## src/rtl/uart_frame_generator.sv

```systemverilog
// Queued UART transmitter: start bit, LSB-first data, optional parity, 1/2 stop bits, idle gap.
// Define UART_FRAME_GENERATOR_FIFO_EN for a FIFO_DEPTH-entry queue; otherwise a single holding register.
module uart_frame_generator #(
    parameter int unsigned DATA_WIDTH = 8,
    parameter int unsigned PRESCALE   = 8,
    parameter int unsigned FIFO_DEPTH = 4,
    parameter int unsigned GAP_CYCLES = 3
) (
    input  logic                                 UART_clk,
    input  logic                                 reset,
    input  logic [DATA_WIDTH-1:0]                data_in,
    input  logic                                 data_valid,
    output logic                                 data_ready,
    input  logic                                 parity_enable,
    input  logic                                 parity_type,
    input  logic                                 two_stop_bits,
    output logic                                 serial_data_out,
    output logic                                 busy,
    output logic                                 frame_done,
    output logic [$clog2(FIFO_DEPTH+1)-1:0]      fifo_count
);

`ifdef UART_FRAME_GENERATOR_FIFO_EN
    localparam int unsigned DEPTH = FIFO_DEPTH;
`else
    localparam int unsigned DEPTH = 1;
`endif
    localparam int unsigned CNT_W   = $clog2(FIFO_DEPTH + 1);
    localparam int unsigned PTR_W   = (DEPTH > 1) ? $clog2(DEPTH) : 1;
    localparam int unsigned TMR_MAX = (PRESCALE > GAP_CYCLES) ? PRESCALE : GAP_CYCLES;
    localparam int unsigned TMR_W   = $clog2(TMR_MAX + 1);
    localparam int unsigned IDX_W   = $clog2(DATA_WIDTH);

    typedef enum logic [2:0] {
        IDLE,
        START,
        DATA,
        PARITY,
        STOP,
        GAP
    } state_t;

    // Queue storage and pointers
    logic [DATA_WIDTH-1:0] mem [DEPTH];
    logic [PTR_W-1:0]      wr_ptr;
    logic [PTR_W-1:0]      rd_ptr;
    logic [CNT_W-1:0]      count_next;
    logic                  push;
    logic                  pop;

    // Frame state
    state_t                state;
    logic [TMR_W-1:0]      tmr;
    logic [IDX_W-1:0]      bit_idx;
    logic                  stop_idx;
    logic [DATA_WIDTH-1:0] shreg;
    logic                  par_bit;
    logic                  par_en_r;
    logic                  two_stop_r;

    logic bit_end;
    logic gap_end;
    logic last_data;
    logic final_stop;
    logic frame_end;
    logic next_final_stop;
    logic next_last_tick;
    logic done_next;

    function automatic logic [PTR_W-1:0] ptr_inc(input logic [PTR_W-1:0] p);
        return (p == PTR_W'(DEPTH - 1)) ? '0 : p + PTR_W'(1);
    endfunction

    assign push = data_valid & data_ready;

    assign bit_end    = (tmr == TMR_W'(PRESCALE - 1));
    assign gap_end    = (tmr == TMR_W'(GAP_CYCLES - 1));
    assign last_data  = (bit_idx == IDX_W'(DATA_WIDTH - 1));
    assign final_stop = (state == STOP) && (stop_idx == two_stop_r);
    assign frame_end  = final_stop && bit_end;

    // frame_done is registered, so predict whether the coming cycle is the last tick of the final stop bit
    assign next_final_stop = bit_end
        ? ((state == DATA && last_data && !par_en_r && !two_stop_r) ||
           (state == PARITY && !two_stop_r) ||
           (state == STOP && !stop_idx && two_stop_r))
        : final_stop;
    assign next_last_tick = bit_end ? (PRESCALE == 1) : (tmr == TMR_W'(PRESCALE - 2));
    assign done_next      = next_final_stop && next_last_tick;

    assign pop = (fifo_count != '0) &&
                 ((state == IDLE) ||
                  (state == GAP && gap_end) ||
                  (frame_end && (GAP_CYCLES == 0)));

    always_comb begin
        count_next = fifo_count;
        if (push && !pop) begin
            count_next = fifo_count + CNT_W'(1);
        end else if (!push && pop) begin
            count_next = fifo_count - CNT_W'(1);
        end
    end

    // Queue data array (no reset needed: occupancy is tracked by fifo_count)
    always_ff @(posedge UART_clk) begin
        if (push) begin
            mem[wr_ptr] <= data_in;
        end
    end

    always_ff @(posedge UART_clk or posedge reset) begin
        if (reset) begin
            wr_ptr     <= '0;
            rd_ptr     <= '0;
            fifo_count <= '0;
            data_ready <= 1'b1;
        end else begin
            if (push) begin
                wr_ptr <= ptr_inc(wr_ptr);
            end
            if (pop) begin
                rd_ptr <= ptr_inc(rd_ptr);
            end
            fifo_count <= count_next;
            data_ready <= (count_next != CNT_W'(DEPTH));
        end
    end

    // Frame FSM with registered line, busy and frame_done
    always_ff @(posedge UART_clk or posedge reset) begin
        if (reset) begin
            state           <= IDLE;
            tmr             <= '0;
            bit_idx         <= '0;
            stop_idx        <= 1'b0;
            shreg           <= '0;
            par_bit         <= 1'b0;
            par_en_r        <= 1'b0;
            two_stop_r      <= 1'b0;
            serial_data_out <= 1'b1;
            busy            <= 1'b0;
            frame_done      <= 1'b0;
        end else begin
            frame_done <= done_next;
            if (pop) begin
                // Frame configuration is latched here and held for the whole frame
                state           <= START;
                tmr             <= '0;
                shreg           <= mem[rd_ptr];
                par_bit         <= (^mem[rd_ptr]) ^ parity_type;
                par_en_r        <= parity_enable;
                two_stop_r      <= two_stop_bits;
                serial_data_out <= 1'b0;
                busy            <= 1'b1;
            end else begin
                case (state)
                    IDLE: begin
                        serial_data_out <= 1'b1;
                        busy            <= 1'b0;
                    end
                    START: begin
                        if (bit_end) begin
                            state           <= DATA;
                            tmr             <= '0;
                            bit_idx         <= '0;
                            serial_data_out <= shreg[0];
                            shreg           <= shreg >> 1;
                        end else begin
                            tmr <= tmr + TMR_W'(1);
                        end
                    end
                    DATA: begin
                        if (bit_end) begin
                            tmr <= '0;
                            if (!last_data) begin
                                bit_idx         <= bit_idx + IDX_W'(1);
                                serial_data_out <= shreg[0];
                                shreg           <= shreg >> 1;
                            end else if (par_en_r) begin
                                state           <= PARITY;
                                serial_data_out <= par_bit;
                            end else begin
                                state           <= STOP;
                                stop_idx        <= 1'b0;
                                serial_data_out <= 1'b1;
                            end
                        end else begin
                            tmr <= tmr + TMR_W'(1);
                        end
                    end
                    PARITY: begin
                        if (bit_end) begin
                            state           <= STOP;
                            tmr             <= '0;
                            stop_idx        <= 1'b0;
                            serial_data_out <= 1'b1;
                        end else begin
                            tmr <= tmr + TMR_W'(1);
                        end
                    end
                    STOP: begin
                        if (bit_end) begin
                            tmr <= '0;
                            if (!final_stop) begin
                                stop_idx <= 1'b1;
                            end else if (GAP_CYCLES == 0) begin
                                state <= IDLE;
                                busy  <= 1'b0;
                            end else begin
                                state <= GAP;
                            end
                        end else begin
                            tmr <= tmr + TMR_W'(1);
                        end
                    end
                    GAP: begin
                        if (gap_end) begin
                            state <= IDLE;
                            tmr   <= '0;
                            busy  <= 1'b0;
                        end else begin
                            tmr <= tmr + TMR_W'(1);
                        end
                    end
                    default: begin
                        state           <= IDLE;
                        serial_data_out <= 1'b1;
                        busy            <= 1'b0;
                    end
                endcase
            end
        end
    end

endmodule

```

## config.mk

```make
export PLATFORM = sky130hd
export DESIGN_NAME = uart_frame_generator
export DESIGN_NICKNAME = d
export VERILOG_FILES = /design/src/rtl/uart_frame_generator.sv
export SDC_FILE = /design/constraint.sdc
export NUM_CORES = 1
export LEC_CHECK = 0
export ABC_AREA = 1
export CAP_MARGIN = 20
export CORE_MARGIN = 4
export CORE_UTILIZATION = 55
export CTS_CLUSTER_DIAMETER = 120
export DETAILED_ROUTE_END_ITERATION = 8
export GPL_ROUTABILITY_DRIVEN = 0
export PLACE_DENSITY = 0.74
export SYNTH_ARGS = -nofsm -noshare
export SYNTH_HDL_FRONTEND = slang
export SYNTH_SLANG_ARGS = --single-unit
```

## constraint.sdc

```tcl
create_clock -name UART_clk -period 3.77 [get_ports UART_clk]
set_input_delay 0.5655 -clock UART_clk [delete_from_list [all_inputs] [get_ports UART_clk]]
set_output_delay 0.5655 -clock UART_clk [all_outputs]
set_load 0.1 [all_outputs]
```

## Yosys cells after proc, flatten, opt, wreduce, memory -nomap -nowiden

Memory sizes are Yosys's and may differ from the RTL's.
Cells that the tools add are included.

| word-level totals | value |
|---|---|
| logic and storage cells | 132 |
| memories | 1 |
| output and inout bits | 7 |
| register bits | 29 |
| input bits | 14 |
| RAM bits | 8 |

Memory list:

| name | words | width | read ports | clocked after Yosys merged registers in | wr ports | line | RTL |
|---|---|---|---|---|---|---|---|
| mem | 1 | 8 | 1 | 0 | 1 | 44 | `logic [DATA_WIDTH-1:0] mem [DEPTH];` |

| cells by class | value |
|---|---|
| reduce and logical (&&, ||, !) cells | 35 |
| add/sub/neg operators | 4 |
| bitwise operators | 3 |
| multiplexer cells | 46 |
| equality and inequality tests | 30 |

Operators with widths:

| operator | count |
|---|---|
| 3-bit two-way mux | 14 |
| 8-bit two-way mux | 4 |
| 3-bit inequality test, second input constant | 8 |
| 1-bit two-way mux | 18 |
| 2-bit inequality test, second input constant | 9 |
| 3-bit one-hot mux with 6 select lines | 1 |
| 8-bit one-hot mux with 2 select lines | 1 |
| 8-bit AND reduction | 2 |
| 1-bit logical AND | 12 |
| 4-bit two-way mux | 3 |
| 3-bit nonzero test | 4 |
| 3-bit equality test, second input constant | 3 |
| 4-bit by 3-bit equality test with 1-bit output, second input constant | 2 |
| 4-bit one-hot mux with 2 select lines | 1 |
| 4-bit AND reduction | 2 |
| 8-bit XOR reduction | 1 |
| 3-bit by 1-bit adder with 3-bit output, second input constant | 2 |
| 3-bit by 2-bit equality test with 1-bit output, second input constant | 2 |
| 3-bit one-hot mux with 2 select lines | 1 |
| 1-bit zero test | 5 |
| 5-bit AND reduction | 1 |
| 4-bit by 1-bit adder with 4-bit output, second input constant | 1 |
| 4-bit by 2-bit equality test with 1-bit output, second input constant | 1 |
| 2-bit by 1-bit inequality test with 1-bit output, second input constant | 2 |
| other kinds (16) | 18 |

## Depth between registers and ports, before layout

| logic depth | value |
|---|---|
| word-level depth | 8 |
| gate-level depth with buffers | 13 |
| mapped depth without buffers | 13 |

## Worst setup path before layout

No wires, ideal clock.

| timing | value |
|---|---|
| path type | register -> register |
| start | register fifo_count[0] |
| end | register tmr[0] |
| clock period less this slack | 2.090 ns |
| path buffers | 1 |
| setup slack | 1.680 ns |
| data arrival time | 1.969 ns |
| cell stages (with the launch flop) | 9 |
| library setup time | 0.121 ns |
| data required time | 3.649 ns |
| cells stage by stage | dfrtp_1 > inv_1 > ha_1 > nand2_1 > nand2_4 > buf_6 > and2_1 > nand3_1 > o21ai_1 |

| on the way | value |
|---|---|
| cells in the longest elaborated chain, start to end | 3 |

Ends and longest elaborated chain:

| element | line | RTL |
|---|---|---|
| start: declaration | 20 | `output logic [$clog2(FIFO_DEPTH+1)-1:0] fifo_count` |
| start signal: assignment | 125 | `fifo_count <= count_next;` |
| 3-bit nonzero test * | 91 | `assign pop = (fifo_count != '0) &&` |
| 1-bit logical AND * | 91 |  |
| 3-bit nonzero test (no line) or 4-bit two-way mux (tied branches) | n/a |  |
| end signal: assignment | 170 | `tmr <= tmr + TMR_W'(1);` |
| end signal: assignment | 189 | `tmr <= tmr + TMR_W'(1);` |
| end signal: assignment | 199 | `tmr <= tmr + TMR_W'(1);` |
| end: declaration | 53 | `logic [TMR_W-1:0] tmr;` |

Every way passes the cells marked *; elsewhere a longest branch is shown, timed or not.
A chain may end at the register's enable or synchronous reset.

## Final worst setup path

| timing | value |
|---|---|
| start | register serial_data_out |
| end | output port serial_data_out |

RTL lines:

| element | line | RTL |
|---|---|---|
| start: declaration | 17 | `output logic serial_data_out,` |
| start signal: assignment | 167 | `serial_data_out <= shreg[0];` |
| start signal: assignment | 178 | `serial_data_out <= shreg[0];` |
| start signal: assignment | 182 | `serial_data_out <= par_bit;` |

No word-level cell between the ends.

==> key figures <==
Job
  • Max Cap Viol: 0

Logic synthesis
  • Leading area contributor after synthesis: dfrtp_1
  • Yosys Warn Count: 0
  • Async set-or-reset flop fraction in the synthesized netlist: 78.4%
  • Cell area after synthesis: 1950 sq um
  • Number of enable-type register cells in the synthesized netlist: 8
  • Synth Area per Inst: 8.97 sq um
  • Syn Inst Count: 217
  • Synth Flop Type: dfrtp_1
  • Area contributors post-synth: dfrtp_1 (35%), edfxtp_1 (12%), nand2_1 (9.5%)
  • Top cells by instance count after synthesis: nand2_1 (49), dfrtp_1 (27), inv_1 (25)
  • Most numerous cell in the Yosys netlist: nand2_1
  • Share of Yosys cell area claimed by the top area cell type: 34.7%
  • Seq cells post-synth: 37
  • Share of the yosys chip area belonging to registers: 49.8%
  • Net count after synthesis: 238
  • Number of distinct standard cells referenced by the synthesized netlist: 31

Placed design
  • Setup Slack @ Placement: 1.57 ns
  • Port bufs: 20
  • Post-detailed-placement half-perimeter wirelength: 2480 um

CTS
  • Setup Buffers After CTS: 0
  • Post-cts gate resize count: 0
  • Clock Root Buffer: clkbuf_4
  • Total clock buffers created by CTS: 5
  • Clock tree from TritonCTS: done
  • H-tree level count: 2
  • Quantity of hold-fixing buffers added after cts: 0
  • Clock latency on the worst-skew pair: 0.34 ns
  • # clock sinks: 37
  • Clk slew on worst S/H paths: 0.12 ns
  • Largest buffer count on any clock path: 2

STA
  • Setup slack after layout: 1.18 ns
  • Final worst-path cycle share: 68.6%
  • Maximum achievable frequency: 0.387 GHz
  • Slew at the pin closest to its max-slew limit: 0.968 ns
  • Unrepaired setup endpoints after global routing: false
  • Final Hold Vio Count: 0
  • Setup tns final: 0 ns
  • Period minus WS final: 2.59 ns
  • Worst rel slew slack: 35.2%
  • Number of setup violations in the final report: 0
  • Worst clock skew on the final layout: 0.00860 ns
  • Total count of max-transition violations in the final report: 0

Min path
  • Number of instances on the worst hold path: 2
  • Worst min-delay path category: reg2reg

Final layout
  • N_diodes: 0
  • Final core area utilization: 66.9%
  • Area growth syn-to-layout: 15.6%
  • Total of fill cells in the finished design: 318
  • Final net count: 263
  • Fraction of final layout cells sized beyond drive strength 1: 11.5%

Global routing
  • Total gr overflow: 0
  • First-pass GRT wire length: 5710 um
  • Via count of the first global-routing pass: 1357
  • Total global routing track utilization: 17.0%
  • Pin count of the biggest net entering global routing: 23
  • Number of antenna violations at the first check in global routing: 0

Setup path
  • Required time worst endpoint: 3.20 ns
  • Crit path kind: reg2out
  • Nature of the critical path startpoint: register
  • Kind of cell adding the most delay to the critical path: buffers and inverters
  • Cell breakdown of the critical path: clkdlybuf4s50_1
  • Critical path peak fanout: 2
  • WP depth: 1
  • Slowest cell delay on critical path: 1.12 ns
  • Endpoint arrival time on the critical path: 2.02 ns
  • Kind of end point of the critical path: output port
  • Worst reg-to-reg path cell count: 7
  • Crit path max-delay cell type: clkdlybuf4s50_1
  • CP bufs+invs: 1

Routing
  • Antenna-violating nets left: 0
  • Number of detailed-route iterations in the first pass: 4
  • Total number of vias: 1477
  • Vias/cell: 5.11
  • Total Routed Length: 3310 um
  • Iter 0 DRT Violations: 101
  • Wire length per cell: 11.4 um
  • Post-route DRC: 0

Pwr
  • Leakage power of the design: 1.09 nW
  • Peak supply drop: 0.364 mV
  • Switching power: 0.415 mW
  • Total power draw: 1.04 mW
  • Sw frac: 39.9%
  • Share of total power in sequential cells: 45.5%
  • Internal power component: 0.626 mW
  • Pwr/cell area: 463 nW/um^2
  • Relative contribution of the clock network to total power: 20.3%
  • Combinational group share of total power: 34.2%

Die
  • Starting density of the core: 57.8%
  • Die area: 4550 sq um
  • Die Ht: 67.5 um
  • I/O pin count: 21
  • Die Width: 67.5 um
  • Standard-cell rows: 21
  • Core ar.: 3360 sq um

Status
  • Outcome: finished clean
[registers in the layout, indices dropped and copies added (netlist names)]
signal / cells
par_en_r: 1
par_bit: 1
data_ready: 1
mem: 8
shreg: 8
busy: 1
two_stop_r: 1
frame_done: 1
bit_idx: 3
fifo_count: 3
state: 3
tmr: 4
serial_data_out: 1
stop_idx: 1
[layout make-up]
| cell class | count | area, sq um | area share, % |
|---|---|---|---|
| clock buffer | 5 | 37.5 | 1.67 |
| sequential | 37 | 968 | 43.1 |
| timing repair buffer | 21 | 208 | 9.24 |
| inverter | 27 | 101 | 4.51 |
| clock inverter | 3 | 21.3 | 0.946 |
| multi-input combinational | 150 | 855 | 38.0 |
| tap | 46 | 57.6 | 2.56 |
[final timing paths]
| path | startpoint | end | slack (ns) |
|---|---|---|---|
| worst max-delay path | serial_data_out$_DFFE_PP1P_ | serial_data_out | 1.18 |
| worst min-delay path | busy$_DFFE_PP0P_ | busy$_DFFE_PP0P_ | 0.49 |
| worst max register to register | bit_idx[0]$_DFFE_PP0P_ | shreg[7]$_DFFE_PP0P_ | 1.85 |
| worst min register to register | busy$_DFFE_PP0P_ | busy$_DFFE_PP0P_ | 0.49 |
| max in group asynchronous | reset | bit_idx[1]$_DFFE_PP0P_ | 2.46 |
| min in group asynchronous | reset | tmr[2]$_DFFE_PP0P_ | 0.67 |
[cells by family after synthesis]
| kind of cell | share of synthesized area [%] |
|---|---|
| simple gates | 25.9 |
| buf+inv | 6.30 |
| flops | 49.8 |
| xor+xnor | 3.60 |
| compound gates | 9.90 |
| fa+ha+maj | 4.50 |
[layer usage]
layer / GRT usage [%] / wire length, um / vias up
met3: 5.66 / 138 / 6
li1: - / - / 764
met5: 0 / 0 / -
met4: 6.84 / 51 / 0
met2: 28.1 / 1580 / 25
met1: 20.2 / 1530 / 682
[cells in the final DEF (no fill, tap or decap), types with 2 or more instances in the layout]
| cell type | n |
|---|---|
| nand2_1 | 49 |
| nand3b_1 | 4 |
| ha_1 | 7 |
| nand4_1 | 2 |
| o22ai_1 | 7 |
| clkdlybuf4s50_1 | 20 |
| o21ai_1 | 4 |
| a21oi_1 | 10 |
| clkbuf_4 | 5 |
| or2_2 | 2 |
| a22o_1 | 3 |
| nand2_2 | 4 |
| dfrtp_1 | 27 |
| nor2_1 | 15 |
| edfxtp_1 | 8 |
| inv_2 | 2 |
| nor2_4 | 3 |
| nand3_1 | 14 |
| nand2_4 | 2 |
| o21ai_0 | 9 |
| xnor2_1 | 4 |
| dfstp_2 | 2 |
| inv_1 | 25 |
| xor2_1 | 4 |
[metrics by stage]
stage                     cells  cell area, sq um  hold WS (ns)
after detailed placement    281              2190         0.463
after CTS                   289              2250         0.494
after floorplan             217              1950         0.440
after global routing        289              2250         0.513
final                       289              2250         0.489
after global placement      281              2190         0.461
[power groups by stage]
stage	combinational (mW)	sequential, mW	clock, mW
6_report	0.356	0.474	0.211
2_1_floorplan	0.140	0.616	0
3_3_place_gp	0.356	0.479	0
5_1_grt	0.387	0.479	0.241
4_1_cts	0.357	0.473	0.223
3_5_place_dp	0.357	0.482	0
Note: power is estimated with default switching activity, not from simulation.
